`src/rtl/alu_share_arbiter.sv`:
```
// Two-requester arbiter for the shared RV32 ALU: grants, drives ALU inputs, registers result, acks winner.
// Define ALU_ARB_FIXED_PRIO_EN for fixed priority (requester 0 wins ties); default is round-robin.
module alu_share_arbiter #(
    parameter int WIDTH = 32,
    parameter int OP_W  = 4
) (
    input  logic             clk,
    input  logic             rst,
    input  logic [1:0]       req,
    input  logic [WIDTH-1:0] a0,
    input  logic [WIDTH-1:0] a1,
    input  logic [WIDTH-1:0] b0,
    input  logic [WIDTH-1:0] b1,
    input  logic [WIDTH-1:0] imm0,
    input  logic [WIDTH-1:0] imm1,
    input  logic             sel0,
    input  logic             sel1,
    input  logic [OP_W-1:0]  op0,
    input  logic [OP_W-1:0]  op1,
    output logic [WIDTH-1:0] alu_a,
    output logic [WIDTH-1:0] alu_b,
    output logic [OP_W-1:0]  alu_op,
    input  logic [WIDTH-1:0] alu_result,
    output logic [1:0]       ack,
    output logic [WIDTH-1:0] result,
    output logic             busy
);

    typedef enum logic [1:0] {
        ST_IDLE = 2'd0,
        ST_EXEC = 2'd1,
        ST_RESP = 2'd2
    } state_t;

    state_t           r_state;
    state_t           w_state_nxt;
    logic             r_grant;
    logic             w_grant_nxt;
    logic             w_pick;
    logic [WIDTH-1:0] r_result;

`ifdef ALU_ARB_FIXED_PRIO_EN
    // Requester 0 wins whenever it is asking.
    always_comb begin
        w_pick = ~req[0];
    end
`else
    logic r_last;

    // On a tie the requester that did not win last time gets the ALU.
    always_comb begin
        w_pick = (req == 2'b11) ? ~r_last : req[1];
    end

    always_ff @(posedge clk) begin
        if (rst) begin
            r_last <= 1'b1;
        end else if (r_state == ST_RESP) begin
            r_last <= r_grant;
        end
    end
`endif

    always_comb begin
        w_state_nxt = r_state;
        w_grant_nxt = r_grant;
        case (r_state)
            ST_IDLE: begin
                if (|req) begin
                    w_grant_nxt = w_pick;
                    w_state_nxt = ST_EXEC;
                end
            end
            ST_EXEC: w_state_nxt = ST_RESP;
            ST_RESP: w_state_nxt = ST_IDLE;
            default: w_state_nxt = ST_IDLE;
        endcase
    end

    always_ff @(posedge clk) begin
        if (rst) begin
            r_state  <= ST_IDLE;
            r_grant  <= 1'b0;
            r_result <= '0;
        end else begin
            r_state <= w_state_nxt;
            r_grant <= w_grant_nxt;
            if (r_state == ST_EXEC) begin
                r_result <= alu_result;
            end
        end
    end

    // ALU inputs are live only while executing so the ALU sees zeros otherwise.
    always_comb begin
        alu_a  = '0;
        alu_b  = '0;
        alu_op = '0;
        if (r_state == ST_EXEC) begin
            if (r_grant) begin
                alu_a  = a1;
                alu_b  = sel1 ? imm1 : b1;
                alu_op = op1;
            end else begin
                alu_a  = a0;
                alu_b  = sel0 ? imm0 : b0;
                alu_op = op0;
            end
        end
    end

    always_comb begin
        ack = 2'b00;
        if (r_state == ST_RESP) begin
            ack[r_grant] = 1'b1;
        end
    end

    assign result = r_result;
    assign busy   = (r_state != ST_IDLE);

endmodule

```
`config.mk`:
```
export PLATFORM = sky130hd
export DESIGN_NAME = alu_share_arbiter
export DESIGN_NICKNAME = d
export VERILOG_FILES = /design/src/rtl/alu_share_arbiter.sv
export SDC_FILE = /design/constraint.sdc
export NUM_CORES = 1
export LEC_CHECK = 0
export ABC_AREA = 0
export ABC_CLOCK_PERIOD_IN_PS = 1450
export BUFFER_PORTS_ARGS = -buffer_cell sky130_fd_sc_hd__buf_2
export CORE_AREA = 4 4 129 131
export DETAILED_ROUTE_END_ITERATION = 7
export DIE_AREA = 0 0 133 135
export PLACE_DENSITY = 0.6
export SYNTH_ARGS = -nofsm -noshare
export SYNTH_HDL_FRONTEND = slang
export SYNTH_SLANG_ARGS = --single-unit
```
`constraint.sdc`:
```
create_clock -name clk -period 1.45 [get_ports clk]
set_clock_uncertainty 0.05 [all_clocks]
set_input_delay 0.2175 -clock clk [delete_from_list [all_inputs] [get_ports clk]]
set_output_delay 0.2175 -clock clk [all_outputs]
set_load 0.02 [all_outputs]
```
==> flow_metrics.py, run 1 <==
metrics = {
    "global_routing": {
        "grt_util_all_layers": 0.1433,
        "overflow": 0,
        "antenna_found_initial": 1,
        "grt_pass1_vias": 3892,
        "grt_pass1_wl_mm": 20.69,
        "grt_max_degree": 33,
    },
    "clocking": {
        "clkTransAtPathRegs_ns": 0.05,
        "clock-sinks": 36,
        "cts_tree": "built",
        "cts_buffer_depth": 2,
        "h-tree-depth": 2,
        "numCtsBuffers": 5,
        "worstSkewPairLatency_ns": 0.27,
        "cts_root_buffer": "clkbuf_16",
    },
    "timing": {
        "min_period_ns": 1.727,
        "fmax_ghz": 0.5790,
        "hold_viol": 0,
        "fin_ws_ns": -0.2772,
        "rsz0062_at_grt": "true",
        "setup_viol": 71,
        "min_period_over_period": 1.191,
        "worst_pin_slew_ns": 0.3679,
        "slew_headroom": 0.7477,
        "final_max_slew_viol_count": 0,
        "tns_ns": -13.43,
    },
    "worst_setup_path": {
        "worst_ep_arrival_time_ns": 1.46,
        "slowest_stage": "dfxtp_2",
        "path_cells": "nor2b_4 -> nand2_4 -> buf_12 -> o22ai_2 -> buf_6",
        "slowest_delay_ns": 0.34,
        "crit_family": "flip-flops",
        "worst-path-buf-inv": 2,
        "startpoint": "r_state[0]",
        "worstPathMaxFanout": 31,
        "cp.required_ns": 1.18,
        "crit_path_start_kind": "flop",
        "crit_type": "flop to output pin",
        "reg2reg_from": "r_state[0]",
        "end_kind": "output pin",
    },
    "synthesis": {
        "synth_seq_cells": 36,
        "syn_area_um2": 2774,
        "synth_fp_nets": 591,
        "avgSynthCellArea_um2": 7.858,
        "ys_seq_area_frac": 0.2598,
        "synth_cell_types": 20,
        "synth_warnings": 0,
        "synth_cells": 353,
    },
    "cells_and_area": {
        "post_route_cells_drive_above_1_share": 0.6209,
        "syn_to_final_growth_pct": 112.0,
        "n_fill_cell": 1618,
        "multi_input_area_um2": 2147,
        "seq_area_um2": 726.9,
        "mostFrequentLayoutCells": "274 x buf_2, 94 x mux2i_1, 65 x nand2_1",
        "fin_cells": 923,
        "fin_nets": 945,
        "final_common_cell": "buf_2",
        "diodes": 0,
        "final_util": 0.3770,
    },
    "routing": {
        "drc_errors": 0,
        "routed_wl_mm": 14.58,
        "wire_per_inst_um": 15.80,
        "antenna_left": 0,
        "first_iter_violations": 119,
        "viasPerCell": 4.272,
        "firstDrtPassIters": 4,
        "vias": 3943,
    },
    "die": {
        "row_count": 46,
        "pin_count": 341,
        "die_x_um": 133,
        "die_y_um": 135,
        "die_area_um2": 17960,
        "start_util": 0.1778,
        "fp.coreArea_um2": 15600,
    },
    "min_path": {
        "hp-start": "alu_result[6]",
        "holdCritPathClass": "input pin to flop",
    },
    "outcome": {
        "outcome": "finished with violations",
        "violations": "negative setup slack",
    },
    "power_and_ir_drop": {
        "peakVddDrop_mv": 0.6840,
        "leakage_nw": 2.969,
        "power_density_nw_per_um2": 683.0,
    },
    "place": {
        "gp_congestion": 0.8326,
        "dpl.cell_count": 903,
        "hpwl_mm": 10.88,
        "placement.io_buffers": 340,
    },
    "run": {
        "cap_viol_max_count": 0,
    },
}
## routing by layer
metal  track usage  wire length [µm]
met2        0.2537              7296
met1        0.1713              5812
met4       0.03406               233
met3       0.04136              1241
met5             0                 0
## registers in the layout (all words and copies together), names as in the netlist
register	flops
r_grant	1
result	32
r_state	2
r_last	1
## per-stage QoR
step	hold WS [ns]	power, W	setup slack [ns]	area (µm²)
final	0.1250	0.004016	-0.2772	5881
after floorplan	0.3035	0.001917	-0.02046	2781
after global placement	0.3887	0.002598	-0.04128	4886
after global routing	0.1222	0.004211	-0.2999	5881
after detailed placement	0.3930	0.002609	-0.05272	4886
after CTS	0.1188	0.003907	-0.2228	5560
## worst reg2reg max path: stages (launching register included)
cell      delay [ns]
dfxtp_2         0.32
buf_6           0.12
buf_6           0.11
nand2b_4        0.16
buf_4           0.13
a211o_1         0.27
## synth_stat cells
| cell type | instances | share of area |
|---|---|---|
| mux2i_1 | 100 | 0.36 |
| nand2_1 | 65 | 0.088 |
| nor2_1 | 40 | 0.054 |
| dfxtp_1 | 36 | 0.26 |
| a21oi_1 | 33 | 0.060 |
| o22ai_1 | 32 | 0.072 |
| buf_2 | 20 | 0.036 |
| buf_4 | 6 | 0.016 |
| buf_6 | 5 | 0.020 |
| clkbuf_1 | 4 | 0.0054 |
| inv_1 | 2 | 0.0027 |
| nand2b_1 | 2 | 0.0045 |
| a211o_1 | 1 | 0.0032 |
| a211oi_1 | 1 | 0.0027 |
| nand2_2 | 1 | 0.0023 |
| nand2_4 | 1 | 0.0041 |
| nor2b_1 | 1 | 0.0023 |
| nor3_1 | 1 | 0.0018 |
| o21ai_1 | 1 | 0.0018 |
| or2_2 | 1 | 0.0023 |
## area by class of cell
cell class	count	share of cell area
Timing Repair Buffer	382	0.4413
Tap cell	216	0.04596
Clock buffer	6	0.02191
Clock inverter	1	0.0008511
Multi-Input combinational cell	280	0.3651
Sequential cell	36	0.1236
Inverter	2	0.001277
## timing repair
| item | 4_1_cts | 5_1_grt |
|---|---|---|
| setup endpoints to repair | 71 | 73 |
| pin swaps | 2 | 6 |
| hold buffers | 0 | 0 |
| cloned | 4 | 2 |
| setup buffers | 4 | 5 |
| gates resized for setup | 115 | 62 |
## kinds of logic after synthesis
family                 share of synthesized area
AOI/OAI and AO/OA                         0.1394
and+or+nand+nor                           0.1592
DFF                                       0.2598
buffers and inverters                    0.08074
muxes                                     0.3608
## power by group
group	switching [W]	total (W)	leakage, nW	internal (W)
logic	0.000948	0.00192	2.61	0.000969
registers	0.0000349	0.00109	0.296	0.00105
clock network	0.000387	0.00101	0.0667	0.000624
## final timing paths
path,endpoint,slack (ns),cells past startpoint
setup / recovery,alu_b[22],-0.28,5
hold / removal,result[6],0.13,3
setup reg to reg,r_last,0.17,5
hold reg to reg,result[4],0.40,2
No activity file was read; power rests on OpenSTA's default activity.
==> run 2: changes to the inputs <==
==> constraint.sdc (replaced) <==
create_clock -name clk -period 1.45 [get_ports clk]
set_clock_uncertainty 0.05 [all_clocks]
set_input_delay 0.145 -clock clk [delete_from_list [all_inputs] [get_ports clk]]
set_output_delay 0.145 -clock clk [all_outputs]
set_load 0.02 [all_outputs]
==> flow_metrics.py, run 2 (synthesized netlist as in run 1, its figures left out) <==
metrics = {
    "clocking": {
        "worstSkewPairLatency_ns": 0.27,
        "clkTransAtPathRegs_ns": 0.06,
        "cts_root_buffer": "clkbuf_16",
        "clock-sinks": 36,
        "cts_tree": "built",
        "h-tree-depth": 2,
        "numCtsBuffers": 5,
        "cts_buffer_depth": 2,
    },
    "routing": {
        "routed_wl_mm": 15.00,
        "viasPerCell": 4.303,
        "antenna_left": 0,
        "drc_errors": 0,
        "vias": 3924,
        "wire_per_inst_um": 16.45,
        "first_iter_violations": 85,
        "firstDrtPassIters": 4,
    },
    "global_routing": {
        "antenna_found_initial": 2,
        "overflow": 0,
        "grt_pass1_wl_mm": 20.51,
        "grt_max_degree": 33,
        "grt_pass1_vias": 3866,
        "grt_util_all_layers": 0.1403,
    },
    "worst_setup_path": {
        "crit_path_start_kind": "flop",
        "cp.required_ns": 1.25,
        "r2r-end": "result[9]",
        "startpoint": "r_state[0]",
        "worstPathMaxFanout": 8,
        "crit_type": "flop to output pin",
        "ff2ff_setup_slack_ns": 0.10,
        "worst_ep_arrival_time_ns": 1.44,
        "critical_path.endpoint": "alu_b[20]",
        "end_kind": "output pin",
        "r2r_cells": 7,
        "reg2reg_from": "r_state[0]",
    },
    "die": {
        "die_area_um2": 17960,
        "row_count": 46,
        "die_y_um": 135,
        "die_x_um": 133,
        "pin_count": 341,
        "fp.coreArea_um2": 15600,
        "start_util": 0.1778,
    },
    "power_and_ir_drop": {
        "peakVddDrop_mv": 0.6644,
        "netSwitchingFraction": 0.3458,
        "seq_power_share": 0.276,
        "p_comb_frac": 0.460,
        "p_clk_frac": 0.264,
        "power_density_nw_per_um2": 706.4,
        "internal_power_w": 0.002579,
        "p_switching_w": 0.001363,
        "leakage_nw": 2.880,
    },
    "outcome": {
        "outcome": "finished with violations",
        "violations": "negative setup slack",
    },
    "timing": {
        "tns_ns": -7.876,
        "fin_ws_ns": -0.1883,
        "final_max_slew_viol_count": 0,
        "slew_headroom": 0.7068,
        "setup_viol": 68,
        "rsz0062_at_grt": "true",
        "worst_pin_slew_ns": 0.4276,
        "min_period_over_period": 1.130,
        "fmax_ghz": 0.6104,
        "min_period_ns": 1.638,
        "hold_viol": 0,
    },
    "place": {
        "dpl.cell_count": 891,
        "hpwl_mm": 10.88,
        "placement.io_buffers": 340,
        "gp_congestion": 0.8510,
    },
    "cells_and_area": {
        "largest_reg_flops": 32,
        "fin_nets": 933,
        "syn_to_final_growth_pct": 101.2,
        "final_common_cell": "buf_2",
        "diodes": 0,
        "mostFrequentLayoutCells": "291 x buf_2, 90 x mux2i_1, 65 x nand2_1",
        "post_route_cells_drive_above_1_share": 0.5977,
        "fin_cells": 912,
    },
    "min_path": {
        "holdCritPathClass": "input pin to flop",
    },
    "run": {
        "cap_viol_max_count": 0,
    },
}
==> run 2: cell types whose count changed in the layout (fill, tap and decap cells not counted), sizes merged <==
cell   before  now
buf       380  367
nand2      67   69
==> run 2: power by group through the flow <==
stage          combinational, W  clock (W)  sequential, W
2_1_floorplan          0.000744          0        0.00117
3_3_place_gp            0.00148          0        0.00110
3_5_place_dp            0.00148          0        0.00111
4_1_cts                 0.00166    0.00109        0.00109
5_1_grt                 0.00194    0.00113        0.00110
6_report                0.00181    0.00104        0.00109
==> run 2: layout make-up <==
class	instances	area, µm²
clock inverters	1	8.758
fillers	1648	10020
clock buffers	7	132.6
flip-flops and latches	36	726.9
repair buffers	368	2331
inverters	2	7.507
well taps	216	270.3
multi-input cells	282	2103
==> run 2: worst min path at each step <==
stage / slack [ns] / start / cells after the start / to
floorplan: 0.23 / alu_result[10] / 2 / result[10]
global placement: 0.34 / alu_result[27] / 3 / result[27]
detailed placement: 0.34 / alu_result[3] / 3 / result[3]
CTS: 0.04 / alu_result[26] / 3 / result[26]
global route: 0.05 / alu_result[0] / 3 / result[0]
finish: 0.05 / alu_result[26] / 3 / result[26]
==> run 2: repair_timing <==
action,in CTS,in global routing
hold buffers,0,0
pin swaps,0,7
cloned,5,3
setup endpoints to repair,70,76
resized for setup,57,56
buffers inserted,4,2
==> run 2: critical path: stages (launching register included) <==
cell	delay, ns
dfxtp_2	0.32
nor2b_4	0.19
buf_6	0.16
nand2_4	0.13
o22ai_2	0.20
buf_4	0.16
==> run 2: layer usage <==
layer | wire, µm | up-vias | global-route usage
met5 | 0 | - | 0
met4 | 133 | 0 | 0.03176
met3 | 1315 | 14 | 0.04061
met2 | 7505 | 203 | 0.2508
met1 | 6046 | 1783 | 0.1663
li1 | - | 1924 | -
==> run 2: stage by stage <==
step                  util  power [W]  hold slack, ns  cell area, µm²  setup WS, ns
finish              0.3578   0.003942         0.05131            5580       -0.1883
global placement    0.3070   0.002579          0.3360            4788      0.007206
detailed placement  0.3070   0.002589          0.3417            4788      -0.01681
floorplan                -   0.001914          0.2310            2774       0.05204
global route        0.3578   0.004164         0.05189            5580       -0.2534
CTS                 0.3371   0.003836         0.04397            5258       -0.1753
==> run 3: changes to the inputs <==
--- a/config.mk
+++ b/config.mk
@@ -6,12 +6,12 @@
 export NUM_CORES = 1
 export LEC_CHECK = 0
 export ABC_AREA = 0
-export ABC_CLOCK_PERIOD_IN_PS = 1450
+export ABC_CLOCK_PERIOD_IN_PS = 1350
 export BUFFER_PORTS_ARGS = -buffer_cell sky130_fd_sc_hd__buf_2
-export CORE_AREA = 4 4 129 131
+export CORE_AREA = 4 4 131 133
 export DETAILED_ROUTE_END_ITERATION = 7
-export DIE_AREA = 0 0 133 135
-export PLACE_DENSITY = 0.6
+export DIE_AREA = 0 0 135 137
+export PLACE_DENSITY = 0.61
 export SYNTH_ARGS = -nofsm -noshare
 export SYNTH_HDL_FRONTEND = slang
 export SYNTH_SLANG_ARGS = --single-unit
==> constraint.sdc (replaced) <==
create_clock -name clk -period 1.35 [get_ports clk]
set_clock_uncertainty 0.05 [all_clocks]
set_input_delay 0.135 -clock clk [delete_from_list [all_inputs] [get_ports clk]]
set_output_delay 0.135 -clock clk [all_outputs]
set_load 0.02 [all_outputs]
==> flow_metrics.py, run 3 (synthesized netlist as in run 1, its figures left out) <==
metrics = {
    "outcome": {
        "outcome": "finished with violations",
        "violations": "negative setup slack",
    },
    "worst_setup_path": {
        "worst_ep_arrival_time_ns": 1.50,
        "crit_type": "flop to output pin",
        "r2r-end": "r_last",
        "ff2ff_setup_slack_ns": 0.07,
        "end_kind": "output pin",
        "r2r_cells": 5,
        "cp.required_ns": 1.16,
        "worstPathMaxFanout": 8,
        "startpoint": "r_state[1]",
        "crit_path_start_kind": "flop",
        "reg2reg_from": "r_state[0]",
        "critical_path.endpoint": "alu_b[16]",
    },
    "timing": {
        "worst_pin_slew_ns": 0.4155,
        "rsz0062_at_grt": "true",
        "hold_viol": 0,
        "tns_ns": -16.60,
        "final_max_slew_viol_count": 0,
        "fin_hold_ws_ns": 0.04106,
        "min_period_over_period": 1.250,
        "fmax_ghz": 0.5924,
        "fin_ws_ns": -0.3381,
        "min_period_ns": 1.688,
        "slew_headroom": 0.7151,
        "setup_viol": 70,
    },
    "routing": {
        "firstDrtPassIters": 4,
        "antenna_left": 0,
        "first_iter_violations": 223,
        "vias": 4089,
        "routed_wl_mm": 16.49,
        "viasPerCell": 4.421,
        "drc_errors": 0,
        "wire_per_inst_um": 17.82,
    },
    "cells_and_area": {
        "mostFrequentLayoutCells": "298 x buf_2, 96 x mux2i_1, 65 x nand2_1",
        "syn_to_final_growth_pct": 118.2,
        "post_route_cells_drive_above_1_share": 0.6238,
        "n_fill_cell": 1584,
        "fin_nets": 945,
        "largest_reg_flops": 32,
        "final_util": 0.3824,
        "final_common_cell": "buf_2",
    },
    "clocking": {
        "clock-sinks": 36,
        "clkTransAtPathRegs_ns": 0.05,
        "cts_buffer_depth": 2,
        "cts_tree": "built",
        "cts_root_buffer": "clkbuf_16",
        "numCtsBuffers": 5,
        "worstSkewPairLatency_ns": 0.28,
        "h-tree-depth": 2,
        "cts_hold_buf": 0,
    },
    "global_routing": {
        "grt_max_degree": 32,
        "grt_pass1_vias": 3885,
        "overflow": 0,
        "antenna_found_initial": 4,
        "grt_pass1_wl_mm": 22.05,
        "grt_util_all_layers": 0.1520,
    },
    "place": {
        "hpwl_mm": 11.45,
        "gp_congestion": 0.7851,
        "placement.io_buffers": 340,
    },
    "die": {
        "pin_count": 341,
        "start_util": 0.1753,
        "die_area_um2": 18500,
        "fp.coreArea_um2": 15830,
        "die_x_um": 135,
        "die_y_um": 137,
        "row_count": 46,
    },
    "power_and_ir_drop": {
        "leakage_nw": 2.974,
        "power_density_nw_per_um2": 756.9,
        "peakVddDrop_mv": 0.7184,
    },
    "min_path": {
        "holdCritPathClass": "input pin to flop",
    },
    "run": {
        "cap_viol_max_count": 0,
    },
}
==> run 3: cell types whose count changed in the layout (fill, tap and decap cells not counted), sizes merged <==
cell    delta
clkinv     -1
clkbuf     +3
buf        +9
diode      +2
==> run 3: report_power, final <==
part           total (W)  internal [W]  switching [W]
Clock            0.00119      0.000774       0.000420
Sequential       0.00117       0.00113      0.0000368
Combinational    0.00222       0.00108        0.00114
==> run 3: metrics by stage <==
stage	total power [W]	worst slack (ns)	instances	instance area (µm²)
after floorplan	0.002059	-0.03796	353	2781
after global placement	0.002773	-0.1065	897	4803
after detailed placement	0.002787	-0.1780	897	4803
after CTS	0.004351	-0.3093	916	5585
after global routing	0.004811	-0.3907	925	6052
final	0.004581	-0.3381	925	6052
==> run 3: how the worst min path moves through the flow <==
stage,cells past startpoint,end,start
2_1_floorplan,2,result[10],alu_result[10]
3_3_place_gp,3,result[23],alu_result[23]
3_5_place_dp,3,result[26],alu_result[26]
4_1_cts,3,result[26],alu_result[26]
5_1_grt,3,result[4],alu_result[4]
6_report,3,result[26],alu_result[26]
==> run 3: layout make-up <==
| type | instances | area [µm²] | area share |
|---|---|---|---|
| sequential | 36 | 726.9 | 0.1201 |
| antenna | 2 | 5.005 | 0.0008270 |
| tap | 216 | 270.3 | 0.04466 |
| clock buffer | 7 | 152.6 | 0.02522 |
| timing repair buffer | 380 | 2561 | 0.4232 |
| inverter | 2 | 7.507 | 0.001240 |
| multi-input combinational | 282 | 2328 | 0.3847 |
==> run 3: metal layers <==
metal  global-route usage  part of all wire  vias up
li1                     -                 -     1949
met1               0.1960              0.40     1852
met2               0.2524              0.49      256
met3              0.03051             0.089       32
met4              0.05487             0.024        0
met5                    0                 0        -
==> run 3: worst max-delay path, cell delays in order (launching register included) <==
cell	delay [ns]
dfxtp_2	0.34
nor2b_4	0.13
buf_12	0.14
buf_12	0.13
nand2_8	0.12
o22ai_4	0.20
buf_6	0.15
==> run 3: repair_timing <==
item | in CTS | in global routing
buffers inserted | 6 | 3
endpoints found under the setup margin | 76 | 102
cloned | 6 | 4
pin swaps | 13 | 16
gates resized for setup | 103 | 62
